$ cat src/rtl/gpio_expander_regs.sv
// gpio_expander_regs: parametrised register bank for the I2C GPIO-expander model.
// There are NUM_PORTS 8-bit ports. Each port has four registers:
// Input, Output, Polarity and Config (TCA9539-compatible map when NUM_PORTS=2).
// Optional interrupt logic is enabled by defining the macro GPIO_REGS_INT_EN.
// That logic is the settle FSM, the per-port snapshots and the int_n generator.
// Without the macro, int_n is tied high.
module gpio_expander_regs #(
  parameter int NUM_PORTS = 2,
  parameter int ADDR_W    = 8
) (
  input  logic                   clk,
  input  logic                   rst_n,
  input  logic [ADDR_W-1:0]      addr,
  input  logic [7:0]             dataIn,
  input  logic                   writeEn,
  input  logic                   rdEn,
  output logic [7:0]             dataOut,
  input  logic [8*NUM_PORTS-1:0] gpio_in,
  output logic [8*NUM_PORTS-1:0] gpio_out,
  output logic [8*NUM_PORTS-1:0] gpio_oe,
  output logic                   int_n
);

  localparam int W = 8 * NUM_PORTS;

  logic [W-1:0] syncStage1;
  logic [W-1:0] syncIn;
  logic [W-1:0] outputReg;
  logic [W-1:0] polarityReg;
  logic [W-1:0] configReg;
  logic [7:0]   readData;
  int           addrInt;

  assign addrInt  = int'(addr);
  assign gpio_out = outputReg;
  assign gpio_oe  = ~configReg;

  // Two-flop synchroniser for the asynchronous pin inputs
  always_ff @(posedge clk or negedge rst_n) begin
    if (!rst_n) begin
      syncStage1 <= '0;
      syncIn     <= '0;
    end else begin
      syncStage1 <= gpio_in;
      syncIn     <= syncStage1;
    end
  end

  // Writable registers; Input addresses and out-of-range addresses ignore writes
  always_ff @(posedge clk or negedge rst_n) begin
    if (!rst_n) begin
      outputReg   <= '1;
      polarityReg <= '0;
      configReg   <= '1;
    end else if (writeEn) begin
      for (int p = 0; p < NUM_PORTS; p++) begin
        if (addrInt == NUM_PORTS + p)     outputReg[8*p +: 8]   <= dataIn;
        if (addrInt == 2 * NUM_PORTS + p) polarityReg[8*p +: 8] <= dataIn;
        if (addrInt == 3 * NUM_PORTS + p) configReg[8*p +: 8]   <= dataIn;
      end
    end
  end

  // Read multiplexer; unmapped addresses return zero
  always_comb begin
    readData = 8'h00;
    for (int p = 0; p < NUM_PORTS; p++) begin
      if (addrInt == p)                 readData = syncIn[8*p +: 8] ^ polarityReg[8*p +: 8];
      if (addrInt == NUM_PORTS + p)     readData = outputReg[8*p +: 8];
      if (addrInt == 2 * NUM_PORTS + p) readData = polarityReg[8*p +: 8];
      if (addrInt == 3 * NUM_PORTS + p) readData = configReg[8*p +: 8];
    end
  end

  // Read data is registered every cycle from the current address
  always_ff @(posedge clk or negedge rst_n) begin
    if (!rst_n) dataOut <= 8'h00;
    else        dataOut <= readData;
  end

`ifdef GPIO_REGS_INT_EN
  typedef enum logic [1:0] {SETTLE0, SETTLE1, SETTLE2, ARMED} settleState_t;

  settleState_t state;
  settleState_t nextState;
  logic         armed;
  logic [W-1:0] snapshot;
  logic         pend;
  logic         intReg;

  // Settle FSM state register
  always_ff @(posedge clk or negedge rst_n) begin
    if (!rst_n) state <= SETTLE0;
    else        state <= nextState;
  end

  // Settle FSM next state: walk through the settle states once, then stay armed
  always_comb begin
    nextState = state;
    case (state)
      SETTLE0: nextState = SETTLE1;
      SETTLE1: nextState = SETTLE2;
      SETTLE2: nextState = ARMED;
      ARMED:   nextState = ARMED;
      default: nextState = SETTLE0;
    endcase
  end

  // Settle FSM output: interrupt detection only runs once the synchroniser holds real pin values
  always_comb begin
    armed = (state == ARMED);
  end

  // Snapshots track the pins while settling; once armed, they reload only when that port's Input register is read
  always_ff @(posedge clk or negedge rst_n) begin
    if (!rst_n) begin
      snapshot <= '0;
    end else if (!armed) begin
      snapshot <= syncIn;
    end else if (rdEn) begin
      for (int p = 0; p < NUM_PORTS; p++) begin
        if (addrInt == p) snapshot[8*p +: 8] <= syncIn[8*p +: 8];
      end
    end
  end

  // Pending change on any input-configured pin; polarity plays no part
  always_comb begin
    pend = |((syncIn ^ snapshot) & configReg);
  end

  // Registered active-low interrupt, held inactive while settling
  always_ff @(posedge clk or negedge rst_n) begin
    if (!rst_n)     intReg <= 1'b1;
    else if (!armed) intReg <= 1'b1;
    else             intReg <= ~pend;
  end

  assign int_n = intReg;
`else
  logic unusedRdEn;

  assign unusedRdEn = rdEn;
  assign int_n      = 1'b1;
`endif

endmodule

$ cat config.mk
export PLATFORM = sky130hd
export DESIGN_NAME = gpio_expander_regs
export DESIGN_NICKNAME = d
export VERILOG_FILES = /design/src/rtl/gpio_expander_regs.sv
export SDC_FILE = /design/constraint.sdc
export NUM_CORES = 1
export LEC_CHECK = 0
export ABC_AREA = 0
export BUFFER_PORTS_ARGS = -buffer_cell sky130_fd_sc_hd__buf_2
export CAP_MARGIN = 20
export CORE_MARGIN = 1.5
export CORE_UTILIZATION = 60
export CTS_BUF_LIST = sky130_fd_sc_hd__clkbuf_4
export CTS_CLUSTER_DIAMETER = 40
export DETAILED_ROUTE_END_ITERATION = 8
export GPL_TIMING_DRIVEN = 0
export PLACE_DENSITY = 0.85
export SLEW_MARGIN = 20
export SYNTH_ARGS = -nofsm -noshare
export SYNTH_HDL_FRONTEND = slang
export SYNTH_SLANG_ARGS = --single-unit
$ cat constraint.sdc
create_clock -name clk -period 3.1 [get_ports clk]
set_clock_uncertainty 0.2 [all_clocks]
set_input_delay 0.155 -clock clk [delete_from_list [all_inputs] [get_ports clk]]
set_output_delay 0.155 -clock clk [all_outputs]
set_load 0.01 [all_outputs]
==> out/qor.csv, run 1 <==
stage,metric,value,unit
logic_synthesis,synth_area_leader_cell,dfrtp_1,
global_route,grt_pass1_vias,2714,
clock_tree,clock_latency,0.45,ns
timing,drv_slew,0,
run_status,status,"finished, final reports clean",
timing,finalSetupViolCount,0,
clock_tree,cts.reportedPaths.clkPinSlew,0.15,ns
route,drt_iter0_markers,196,
route,first_pass_iters,4,
setup_path,startpoint_type,primary input,
route,post_drt_wl_per_cell,19.83,um
global_route,grt_pass1_wl,13640,um
timing,timing.fmax,461.6,MHz
final_layout,fin_nets,414,
clock_tree,post_cts_buffers,0,
route,drc_errors,0,
clock_tree,cts_resized,0,
clock_tree,clock_sinks,88,
die,ios,77,
final_layout,design_area,4573,sq um
logic_synthesis,seq_area_frac_synth,61.71,%
global_route,grt_max_degree,47,
logic_synthesis,ys_types,35,
logic_synthesis,syn_area,3633,sq um
timing,period_share,69.88,%
final_layout,antenna_cells,0,
logic_synthesis,ys_ff_latch,88,
placement,dpl.hpwl,5500,um
power_and_ir_drop,p_per_area,502.7,nW/um^2
die,dieArea,6532,sq um
setup_path,end_kind,flop,
logic_synthesis,syn_avg_cell_area,13.66,sq um
final_layout,area_growth,25.86,%
die,start_util,61.73,%
placement,dpl_cell_area,4120,sq um
timing,hold_violations,0,
setup_path,slowest_stage,nor3_2,
final_layout,fill_cells,346,
setup_path,crit_required,3.28,ns
die,core,5886,sq um
placement,io_buffers,74,
setup_path,max_stage_delay,0.83,ns
timing,post-route-min-period,2.166,ns
final_layout,drive_gt1_share,48.30,%
power_and_ir_drop,irDropWorstVdd,0.0003372,V
global_route,gr-total-overflow,0,
worst_hold_path,hold_path_class,primary input to asynchronous set/reset pin,
route,wl,9081,um
setup_path,cp_max_fo,8,
logic_synthesis,synth_nets,302,
timing,relSlewSlack,35.57,%
placement,place_congestion,0.8105,
setup_path,critPathArrivalTime,2.34,ns
timing,max_slew.worst_pin.slew,0.9612,ns
logic_synthesis,ys_warn_count,0,
timing,rsz0062_at_grt,false,
logic_synthesis,synth_top_area_share,38.57,%
power_and_ir_drop,power_leakage,2.130,nW
clock_tree,cts_tree,built,
logic_synthesis,synth_area_leaders,"dfrtp_1 39%, dfstp_2 23%, mux2_2 15%",
route,routed_via_density,5.797,
final_layout,final_common_cell,buf_2,
clock_tree,clockBufferDepth,2,
final_layout,final_cell_mix,"78 x buf_2, 56 x dfrtp_1, 48 x mux2_2, 32 x dfstp_2, 26 x dlygate4sd3_1",
global_route,grt_use_total,29.46,%
clock_tree,cts_buffers,9,
route,vias,2655,
timing,setup_tns,0,ns
setup_path,crit_type,primary input to flop,
setup_path,crit_path_cell_trace,dlygate4sd3_1 -> buf_2 -> nand2b_1 -> nor3_2 -> mux2_2,
route,antenna_left,0,
clock_tree,cts_root_buffer,clkbuf_4,
run,cap_violations,0,
die,die_y,80.82,um
die,die_w,80.82,um
global_route,antenna_found_initial,0,
die,rows,28,
logic_synthesis,synthCells,266,
clock_tree,ctsHtreeMaxLevel,3,
[Yosys cell counts, drive strengths merged]
library cell,instances
a2111o,7
a211oi,1
a21oi,1
a22oi,7
a31oi,1
and2,1
and3,1
buf,6
clkbuf,4
conb,1
dfrtp,56
dfstp,32
inv,18
mux2,48
mux2i,8
nand2,10
nand2b,2
nand3,3
nand3b,1
nor2,15
nor2b,1
nor3,4
nor3b,1
nor4,2
o21ai,1
o221ai,15
o22ai,1
or2,1
or3,7
or3b,1
or4,1
xor2,8
[critical path: cells and delay by family]
kind	cells	cell delay [ns]
mux	1	0.43
simple gates	2	1.07
buf+inv	2	0.69
[path summary, 6_finish.rpt]
| kind | from | end | slack [ns] | cells after the start |
|---|---|---|---|---|
| setup / recovery | addr[3] | configReg[4] | 0.93 | 5 |
| hold / removal | rst_n | dataOut[6] | 0.005 | 2 |
| setup reg to reg | gpio_out[4] | dataOut[4] | 1.39 | 3 |
| hold reg to reg | syncStage1[5] | syncIn[5] | 0.16 | 0 |
| max in group asynchronous | rst_n | gpio_out[0] | 1.98 | 3 |
| min in group clk | addr[6] | dataOut[6] | 0.07 | 5 |
[power breakdown]
part,total [mW],switching (mW),internal (mW)
logic,0.221,0.117,0.104
registers,1.25,0.0363,1.22
clock network,0.824,0.398,0.426
total,2.30,0.551,1.75
[state kept, by name (all words and copies together) (netlist names)]
| signal | cells |
|---|---|
| configReg | 16 |
| dataOut | 8 |
| gpio_out | 16 |
| polarityReg | 16 |
| syncIn | 16 |
| syncStage1 | 16 |
[metrics by stage]
| stage | std cells | util (%) | total power, mW | setup WS, ns | hold slack (ns) |
|---|---|---|---|---|---|
| after floorplan | 266 | - | 1.357 | 1.312 | -0.3406 |
| after global placement | 415 | 69.62 | 1.448 | 0.7173 | 0.06284 |
| after detailed placement | 416 | 70.00 | 1.463 | 0.5818 | -0.02342 |
| after CTS | 458 | 77.61 | 2.281 | 0.7223 | 0.04163 |
| after global routing | 458 | 77.70 | 2.366 | 0.8526 | 0.04747 |
| final | 458 | 77.70 | 2.299 | 0.9338 | 0.004632 |
[layout make-up]
type | count | area (sq um) | share of cell area [%]
buffer | 10 | 47.55 | 1.040
clock buffer | 11 | 82.58 | 1.806
timing repair buffer | 101 | 653.1 | 14.28
clock inverter | 5 | 105.1 | 2.298
tap | 75 | 93.84 | 2.052
inverter | 18 | 67.56 | 1.477
sequential | 88 | 2242 | 49.03
multi-input combinational | 150 | 1281 | 28.02
[metal layers]
metal  GRT usage, %  part of all wire [%]  vias to the layer above
met5              0                     0                        -
li1               -                     -                     1184
met2          50.67                    52                      108
met4          16.03                   2.1                        0
met3          5.056                   5.7                       17
met1          35.23                    41                     1346
[logic make-up after synthesis]
family | count (synthesis) | share of synthesized area [%]
AOI/OAI and AO/OA | 34 | 8.058
other | 1 | 0.1032
buffers and inverters | 28 | 3.168
xor gates and xnor gates | 8 | 1.928
muxes | 56 | 17.08
and+or+nand+nor | 51 | 7.955
DFF | 88 | 61.71
[repair_timing]
action | 4_1_cts | 5_1_grt
endpoints found under the setup margin | 0 | 0
hold endpoints to repair | 143 | 0
hold buffers | 26 | 0
(Power assumes the default switching activity.)
==> inputs of run 2 (changes only) <==
--- a/config.mk
+++ b/config.mk
@@ -5,16 +5,16 @@
 export SDC_FILE = /design/constraint.sdc
 export NUM_CORES = 1
 export LEC_CHECK = 0
-export ABC_AREA = 0
+export ABC_AREA = 1
 export BUFFER_PORTS_ARGS = -buffer_cell sky130_fd_sc_hd__buf_2
 export CAP_MARGIN = 20
 export CORE_MARGIN = 1.5
-export CORE_UTILIZATION = 60
+export CORE_UTILIZATION = 51
 export CTS_BUF_LIST = sky130_fd_sc_hd__clkbuf_4
 export CTS_CLUSTER_DIAMETER = 40
 export DETAILED_ROUTE_END_ITERATION = 8
 export GPL_TIMING_DRIVEN = 0
-export PLACE_DENSITY = 0.85
+export PLACE_DENSITY = 0.76
 export SLEW_MARGIN = 20
 export SYNTH_ARGS = -nofsm -noshare
 export SYNTH_HDL_FRONTEND = slang
==> constraint.sdc (replaced) <==
create_clock -name clk -period 1.9 [get_ports clk]
set_clock_uncertainty 0.2 [all_clocks]
set_input_delay 0.095 -clock clk [delete_from_list [all_inputs] [get_ports clk]]
set_output_delay 0.095 -clock clk [all_outputs]
set_load 0.01 [all_outputs]
==> run 2 against run 1 <==
Die area up 20%; routed wire length down 9.3%; count of clock-buffer cells in the layout down 2; critical path depth up 5; via count up 11%; sequential share of layout area down 1.8 points; final cell count up 33%; setup slack worse by 0.81 ns; first-iteration DRC count up 11%; clock power up 29%; register-to-register slack worse by 0.88 ns; core utilization down 9.3 points; critical path type unchanged; largest power group unchanged.
==> out/qor.csv, run 2 <==
stage,metric,value,unit,change
power_and_ir_drop,power_leakage,2.232,nW,was 2.130 nW
setup_path,cp-startpoint,addr[0],,was addr[3]
setup_path,crit_required,2.09,ns,was 3.28 ns
die,start_util,53.62,%,was 61.73%
logic_synthesis,syn_avg_cell_area,9.697,sq um,was 13.66 sq um
timing,post-route-min-period,1.778,ns,
power_and_ir_drop,irDropWorstVdd,0.0004129,V,was 0.0003372 V
die,die_w,88.45,um,was 80.82 um
final_layout,multi_input_area,1247,sq um,was 1281 sq um
die,core,6944,sq um,was 5886 sq um
die,dieArea,7823,sq um,was 6532 sq um
final_layout,finalNonFillerCells,608,,was 458
global_route,grt_max_degree,55,,was 47
final_layout,antenna_cells,0,,unchanged
placement,placed_cells,555,,was 416
timing,relSlewSlack,59.14,%,was 35.57%
setup_path,r2r_start,polarityReg[8],,was gpio_out[4]
power_and_ir_drop,clkPwrFrac,31.0,%,was 35.9%
timing,drv_slew,0,,unchanged
global_route,gr-total-overflow,0,,unchanged
timing,period_share,93.57,%,
logic_synthesis,synthTopCellsByCount,"109 x nand2_1, 56 x dfrtp_1, 42 x inv_1, 40 x o21ai_0, 32 x dfstp_2",,"was 56 x dfrtp_1, 48 x mux2_2, 32 x dfstp_2, 18 x inv_1"
setup_path,critPathArrivalTime,1.96,ns,was 2.34 ns
global_route,grt_use_total,23.32,%,was 29.46%
route,antenna_left,0,,unchanged
timing,rsz0062_at_grt,true,,was false
power_and_ir_drop,power.internal,2.543,mW,was 1.747 mW
clock_tree,ctsHtreeMaxLevel,3,,unchanged
setup_path,crit_type,primary input to flop,,unchanged
logic_synthesis,synth_area_leaders,"dfrtp_1 38%, dfstp_2 23%, nand2_1 11%",,"was dfrtp_1 39%, dfstp_2 23%, mux2_2 15%"
logic_synthesis,yosys.cell_count.top_type,nand2_1,,was dfrtp_1
clock_tree,clock_sinks,88,,unchanged
route,first_pass_iters,4,,unchanged
final_layout,utilization,68.43,%,was 77.70%
setup_path,end_kind,flop,,unchanged
final_layout,design_area,4752,sq um,was 4573 sq um
run_status,status,"finished, final reports clean",,unchanged
timing,timing.fmax,562.5,MHz,
die,die_y,88.45,um,was 80.82 um
logic_synthesis,synth_edf_count,0,,unchanged
placement,place_congestion,0.8466,,was 0.8105
final_layout,final_common_cell,nand2_1,,was buf_2
power_and_ir_drop,p_comb_share,9.4,%,was 9.6%
global_route,grt_pass1_vias,2859,,was 2714
logic_synthesis,synthCells,384,,was 266
route,post_drt_wl_per_cell,13.55,um,was 19.83 um
clock_tree,cts_buffers,9,,unchanged
run,cap_violations,0,,unchanged
final_layout,fill_cells,561,,was 346
timing,finalSetupViolCount,0,,unchanged
route,wl,8238,um,was 9081 um
setup_path,cp_max_fo,8,,unchanged
route,vias,2936,,was 2655
final_layout,drive_gt1_share,31.25,%,was 48.30%
final_layout,final_cell_mix,"109 x nand2_1, 74 x buf_2, 56 x dfrtp_1, 42 x inv_1, 40 x o21ai_0",,"was 78 x buf_2, 56 x dfrtp_1, 48 x mux2_2, 32 x dfstp_2, 26 x dlygate4sd3_1"
logic_synthesis,ys_warn_count,0,,unchanged
clock_tree,cts_root_buffer,clkbuf_4,,unchanged
placement,dpl.hpwl,5732,um,was 5500 um
route,drt_iter0_markers,217,,was 196
timing,hold_violations,0,,unchanged
die,ios,77,,unchanged
logic_synthesis,synth_area_leader_cell,dfrtp_1,,unchanged
worst_hold_path,min_from,addr[6],,
power_and_ir_drop,power_switching,879.7,uW,was 551.2 uW
setup_path,startpoint_type,primary input,,unchanged
logic_synthesis,synth_nets,420,,was 302
clock_tree,cts.reportedPaths.clkPinSlew,0.14,ns,was 0.15 ns
placement,io_buffers,74,,unchanged
power_and_ir_drop,p_per_area,720.2,nW/um^2,was 502.7 nW/um^2
timing,hold_ws,0.07244,ns,was 0.004632 ns
logic_synthesis,ys_types,25,,was 35
logic_synthesis,ys_ff_latch,88,,unchanged
route,drc_errors,0,,unchanged
power_and_ir_drop,p_sw_share,25.71,%,was 23.98%
final_layout,area_growth,27.62,%,was 25.86%
logic_synthesis,ys.flop_type,dfrtp_1,,unchanged
clock_tree,clockBufferDepth,2,,unchanged
clock_tree,clock_latency,0.44,ns,was 0.45 ns
die,rows,30,,was 28
logic_synthesis,synth_top_area_share,37.63,%,was 38.57%
logic_synthesis,syn_area,3724,sq um,was 3633 sq um
clock_tree,cts_tree,built,,unchanged
global_route,antenna_found_initial,0,,unchanged
timing,setup_tns,0,ns,unchanged
route,routed_via_density,4.829,,was 5.797
logic_synthesis,seq_area_frac_synth,60.22,%,was 61.71%
final_layout,fin_nets,543,,was 414
worst_hold_path,hold_path_class,primary input to flop,,was primary input to asynchronous set/reset pin
power_and_ir_drop,pwr-share-seq,59.6,%,was 54.5%
final_layout,regArea,2242,sq um,unchanged
global_route,grt_pass1_wl,13320,um,was 13640 um
timing,max_slew.worst_pin.slew,0.6107,ns,was 0.9612 ns
logic_synthesis,ys_async_sr_fraction,100.0,%,unchanged
placement,dpl_cell_area,4244,sq um,was 4120 sq um
[run 2: cell count changes after synthesis, moves of 8 or more]
cell	change
mux2i_1	-8
o21ai_0	+39
o221ai_1	-15
o21ai_2	+8
xor2_1	+8
nor2_1	+8
inv_1	+24
nand3_1	+21
nand2_1	+99
mux2_2	-48
[run 2: cell families (layout without fill, tap and decap cells)]
group,after synthesis,after routing,synth area share [%]
flops,88,88,60.22
other cells,1,1,0.1007
simple gates,170,170,21.10
buf+inv,53,181,6.485
xor+xnor,16,16,3.763
compound gates,56,56,8.333
[run 2: final timing paths]
check / depth (start not counted) / to / slack, ns
setup / recovery: 10 / dataOut[0] / 0.12
hold / removal: 6 / dataOut[7] / 0.07
setup reg to reg: 5 / dataOut[0] / 0.51
hold reg to reg: 0 / syncIn[15] / 0.16
max in group asynchronous: 4 / configReg[3] / 0.34
min in group asynchronous: 3 / syncStage1[4] / 0.48
[run 2: metal layers]
| metal | vias to the layer above | share of wire (%) | global-route usage (%) |
|---|---|---|---|
| met1 | 1359 | 42 | 29.34 |
| met2 | 102 | 50 | 38.58 |
| met4 | 0 | 2.4 | 9.659 |
| li1 | 1455 | - | - |
| met5 | - | 0 | 0 |
| met3 | 20 | 5.6 | 6.063 |
[run 2: area by class of cell]
| type | instances | area share [%] |
|---|---|---|
| Buffer | 8 | 1.527 |
| Clock buffer | 9 | 1.422 |
| Clock inverter | 7 | 1.632 |
| Inverter | 45 | 3.555 |
| Multi-Input combinational cell | 243 | 26.25 |
| Sequential cell | 88 | 47.18 |
| Tap cell | 96 | 2.528 |
| Timing Repair Buffer | 112 | 15.90 |
[run 2: worst max-delay path, cell delays in order]
cell and delay (ns):
dlygate4sd3_1 0.53, buf_2 0.13, inv_1 0.09, nor2_1 0.11
nand2_1 0.06, nor2_1 0.47, a21oi_1 0.20, nand3_1 0.15
nand2_1 0.07, nand3_1 0.06
[run 2: per-stage QoR]
step	setup WS (ns)	power (mW)
2_1_floorplan	0.3931	2.187
3_3_place_gp	-0.1305	2.324
6_report	0.1221	3.422
4_1_cts	0.01854	3.456
3_5_place_dp	0.003918	2.344
5_1_grt	-0.01162	3.592
[run 2: power by group through the flow]
stage                     logic [mW]  clock network, mW  registers [mW]
after floorplan                0.120                  0            2.07
after global placement         0.255                  0            2.07
after detailed placement       0.271                  0            2.07
after CTS                      0.321               1.09            2.04
after global routing           0.360               1.18            2.05
final                          0.320               1.06            2.04
[run 2: timing repair]
action                                 4_1_cts  5_1_grt
setup endpoints to repair                    0       34
endpoints found under the hold margin      138        0
gates resized for setup                      0        2
buffers inserted                             0        6
hold buffers                                31        0
==> inputs of run 3 (changes only) <==
--- a/config.mk
+++ b/config.mk
@@ -14,7 +14,7 @@
 export CTS_CLUSTER_DIAMETER = 40
 export DETAILED_ROUTE_END_ITERATION = 8
 export GPL_TIMING_DRIVEN = 0
-export PLACE_DENSITY = 0.76
+export PLACE_DENSITY = 0.83
 export SLEW_MARGIN = 20
 export SYNTH_ARGS = -nofsm -noshare
 export SYNTH_HDL_FRONTEND = slang
==> run 3 against run 2 <==
Total power is 2.0% lower; count of clock-buffer cells in the layout stayed put; non-clock buffer count stayed put; sequential cell count stayed put; sequential power hardly changed; die area stayed put; register-to-register slack better by 0.02 ns; fmax is 2.4% higher; worst hold slack worse by 0.032 ns; critical endpoint is now dataOut[6]; largest power group unchanged.
==> out/qor.csv, run 3 (same netlist as run 2, synthesis figures left out) <==
stage,metric,value,unit,change
global_route,grt_use_met1,30.48,%,was 29.34%
final_layout,final_common_cell,nand2_1,,unchanged
die,start_util,53.62,%,unchanged
setup_path,slowest_stage,dlygate4sd3_1,,unchanged
worst_hold_path,min_from,addr[3],,was addr[6]
die,die_y,88.45,um,unchanged
route,drc_errors,0,,unchanged
setup_path,crit_type,primary input to flop,,unchanged
global_route,grt_max_degree,52,,was 55
setup_path,cp_max_fo,8,,unchanged
final_layout,antenna_cells,0,,unchanged
global_route,use_met2,38.51,%,was 38.58%
clock_tree,clock_latency,0.41,ns,was 0.44 ns
setup_path,r2r_end,dataOut[7],,was dataOut[0]
die,dieArea,7823,sq um,unchanged
timing,timing.fmax,575.7,MHz,was 562.5 MHz
setup_path,critPathArrivalTime,1.88,ns,was 1.96 ns
die,core,6944,sq um,unchanged
placement,dpl.hpwl,5841,um,was 5732 um
worst_hold_path,hold_path_class,primary input to flop,,unchanged
route,antenna_left,0,,unchanged
timing,setup_tns,0,ns,unchanged
setup_path,crit_path_cell_trace,dlygate4sd3_1 -> buf_2 -> nor2_1 -> nand2_1 -> nor2_2 -> nand2_1 -> nand2_1 -> nor2_1 -> nand3_1 -> nand2_1 -> nand3_1,,was dlygate4sd3_1 -> buf_2 -> inv_1 -> nor2_1 -> nand2_1 -> nor2_1 -> a21oi_1 -> nand3_1 -> nand2_1 -> nand3_1
timing,hold_violations,0,,unchanged
timing,drv_slew,0,,unchanged
setup_path,r2r_cells,7,,was 5
setup_path,crit_family,simple AND/OR/NAND/NOR gates,,unchanged
die,ios,77,,unchanged
setup_path,startpoint_type,primary input,,unchanged
setup_path,max_stage_delay,0.54,ns,was 0.53 ns
setup_path,crit_buf_inv,2,,was 3
timing,post-route-min-period,1.737,ns,was 1.778 ns
global_route,grt_pass1_wl,13480,um,was 13320 um
run,cap_violations,0,,unchanged
global_route,gr-total-overflow,0,,unchanged
die,rows,30,,unchanged
die,die_w,88.45,um,unchanged
worst_hold_path,hold_end,dataOut[2],,was dataOut[7]
route,first_pass_iters,5,,was 4
setup_path,end_kind,flop,,unchanged
power_and_ir_drop,power_leakage,2.230,nW,was 2.232 nW
clock_tree,cts_buffers,9,,unchanged
final_layout,final_cell_mix,"109 x nand2_1, 74 x buf_2, 56 x dfrtp_1, 42 x inv_1, 39 x o21ai_0",,"was 109 x nand2_1, 74 x buf_2, 56 x dfrtp_1, 42 x inv_1, 40 x o21ai_0"
route,vias,3000,,was 2936
setup_path,rrSetupSlack,0.53,ns,was 0.51 ns
global_route,grt_use_total,22.95,%,was 23.32%
power_and_ir_drop,finalPower,3.354,mW,was 3.422 mW
worst_hold_path,whs_path_depth,6,,unchanged
clock_tree,cts.reportedPaths.clkPinSlew,0.13,ns,was 0.14 ns
timing,max_slew.worst_pin.slew,0.5817,ns,was 0.6107 ns
power_and_ir_drop,p_per_area,708.4,nW/um^2,was 720.2 nW/um^2
route,routed_via_density,4.934,,was 4.829
clock_tree,clockBufferDepth,2,,unchanged
clock_tree,clock_sinks,88,,unchanged
timing,finalSetupViolCount,0,,unchanged
setup_path,cp-startpoint,addr[1],,was addr[0]
power_and_ir_drop,irDropWorstVdd,0.0004356,V,was 0.0004129 V
global_route,antenna_found_initial,0,,unchanged
global_route,grt_use_met3,4.944,%,was 6.063%
setup_path,r2r_start,polarityReg[7],,was polarityReg[8]
setup_path,crit_required,2.05,ns,was 2.09 ns
route,post_drt_wl_per_cell,13.55,um,about the same
clock_tree,cts_tree,built,,unchanged
route,wl,8237,um,was 8238 um
placement,place_congestion,0.8703,,was 0.8466
run_status,status,"finished, final reports clean",,unchanged
timing,period_share,91.42,%,was 93.57%
route,drt_iter0_markers,142,,was 217
global_route,top_usage_layer,met2,,unchanged
global_route,grt_pass1_vias,2864,,was 2859
final_layout,fin_nets,543,,unchanged
final_layout,drive_gt1_share,31.05,%,was 31.25%
final_layout,area_growth,27.15,%,was 27.62%
timing,relSlewSlack,61.08,%,was 59.14%
setup_path,cp_common_cell,nand2_1,,
clock_tree,ctsHtreeMaxLevel,3,,unchanged
clock_tree,cts_root_buffer,clkbuf_4,,unchanged
placement,io_buffers,74,,unchanged
## run 3: changes by cell type in the layout (fill, tap and decap cells not counted), sizes merged
cell and delta:
buf +1, clkinvlp -1, dlygate4sd3 -1, inv -3
clkinv +4
## run 3: what timing repair did
item,in CTS,in global routing
gates resized for setup,0,3
hold buffers,31,0
hold endpoints to repair,138,0
endpoints found under the setup margin,0,34
buffers inserted,0,7
## run 3: power breakdown
group          leakage [nW]  switching [mW]  internal, mW
sequential             1.04          0.0568          1.98
clock                0.0684           0.605         0.389
combinational          1.13           0.177         0.143
## run 3: worst max path at each step
stage / to / depth (start not counted)
finish: dataOut[6] / 11
global route: dataOut[1] / 11
CTS: polarityReg[4] / 7
detailed placement: polarityReg[14] / 8
global placement: syncStage1[9] / 1
floorplan: polarityReg[13] / 7
## run 3: metrics by stage
step           hold slack, ns  instances  area [sq um]  util (%)  setup WS (ns)
6_report              0.04002        608          4735     68.18         0.1630
5_1_grt               0.04901        608          4735     68.18      -0.001898
4_1_cts               0.05257        602          4684     67.46       0.001736
3_5_place_dp          -0.1081        555          4244     61.12       -0.02577
3_3_place_gp         0.002647        554          4214     60.68       -0.09098
2_1_floorplan         -0.4006        384          3724         -         0.3931
## run 3: area by class of cell
cell class              instances  area (sq um)
well taps                      96         120.1
clock inverters                 7         62.56
clock buffers                   9         67.56
repair buffers                112         753.2
fillers                       576          2210
inverters                      45         168.9
multi-input cells             243          1247
plain buffers                   8         72.57
flip-flops and latches         88          2242
## run 3: worst min-delay path, stage by stage
cell,delay (ns)
buf_2,0.13
nor2_4,0.05
inv_2,0.13
nor4_4,0.09
nand2_1,0.06
nand3_1,0.07
## run 3: metal layers
layer,vias up,wire length [um]
li1,1454,-
met1,1435,3626
met2,98,3993
met3,13,484
met4,0,133
met5,-,0
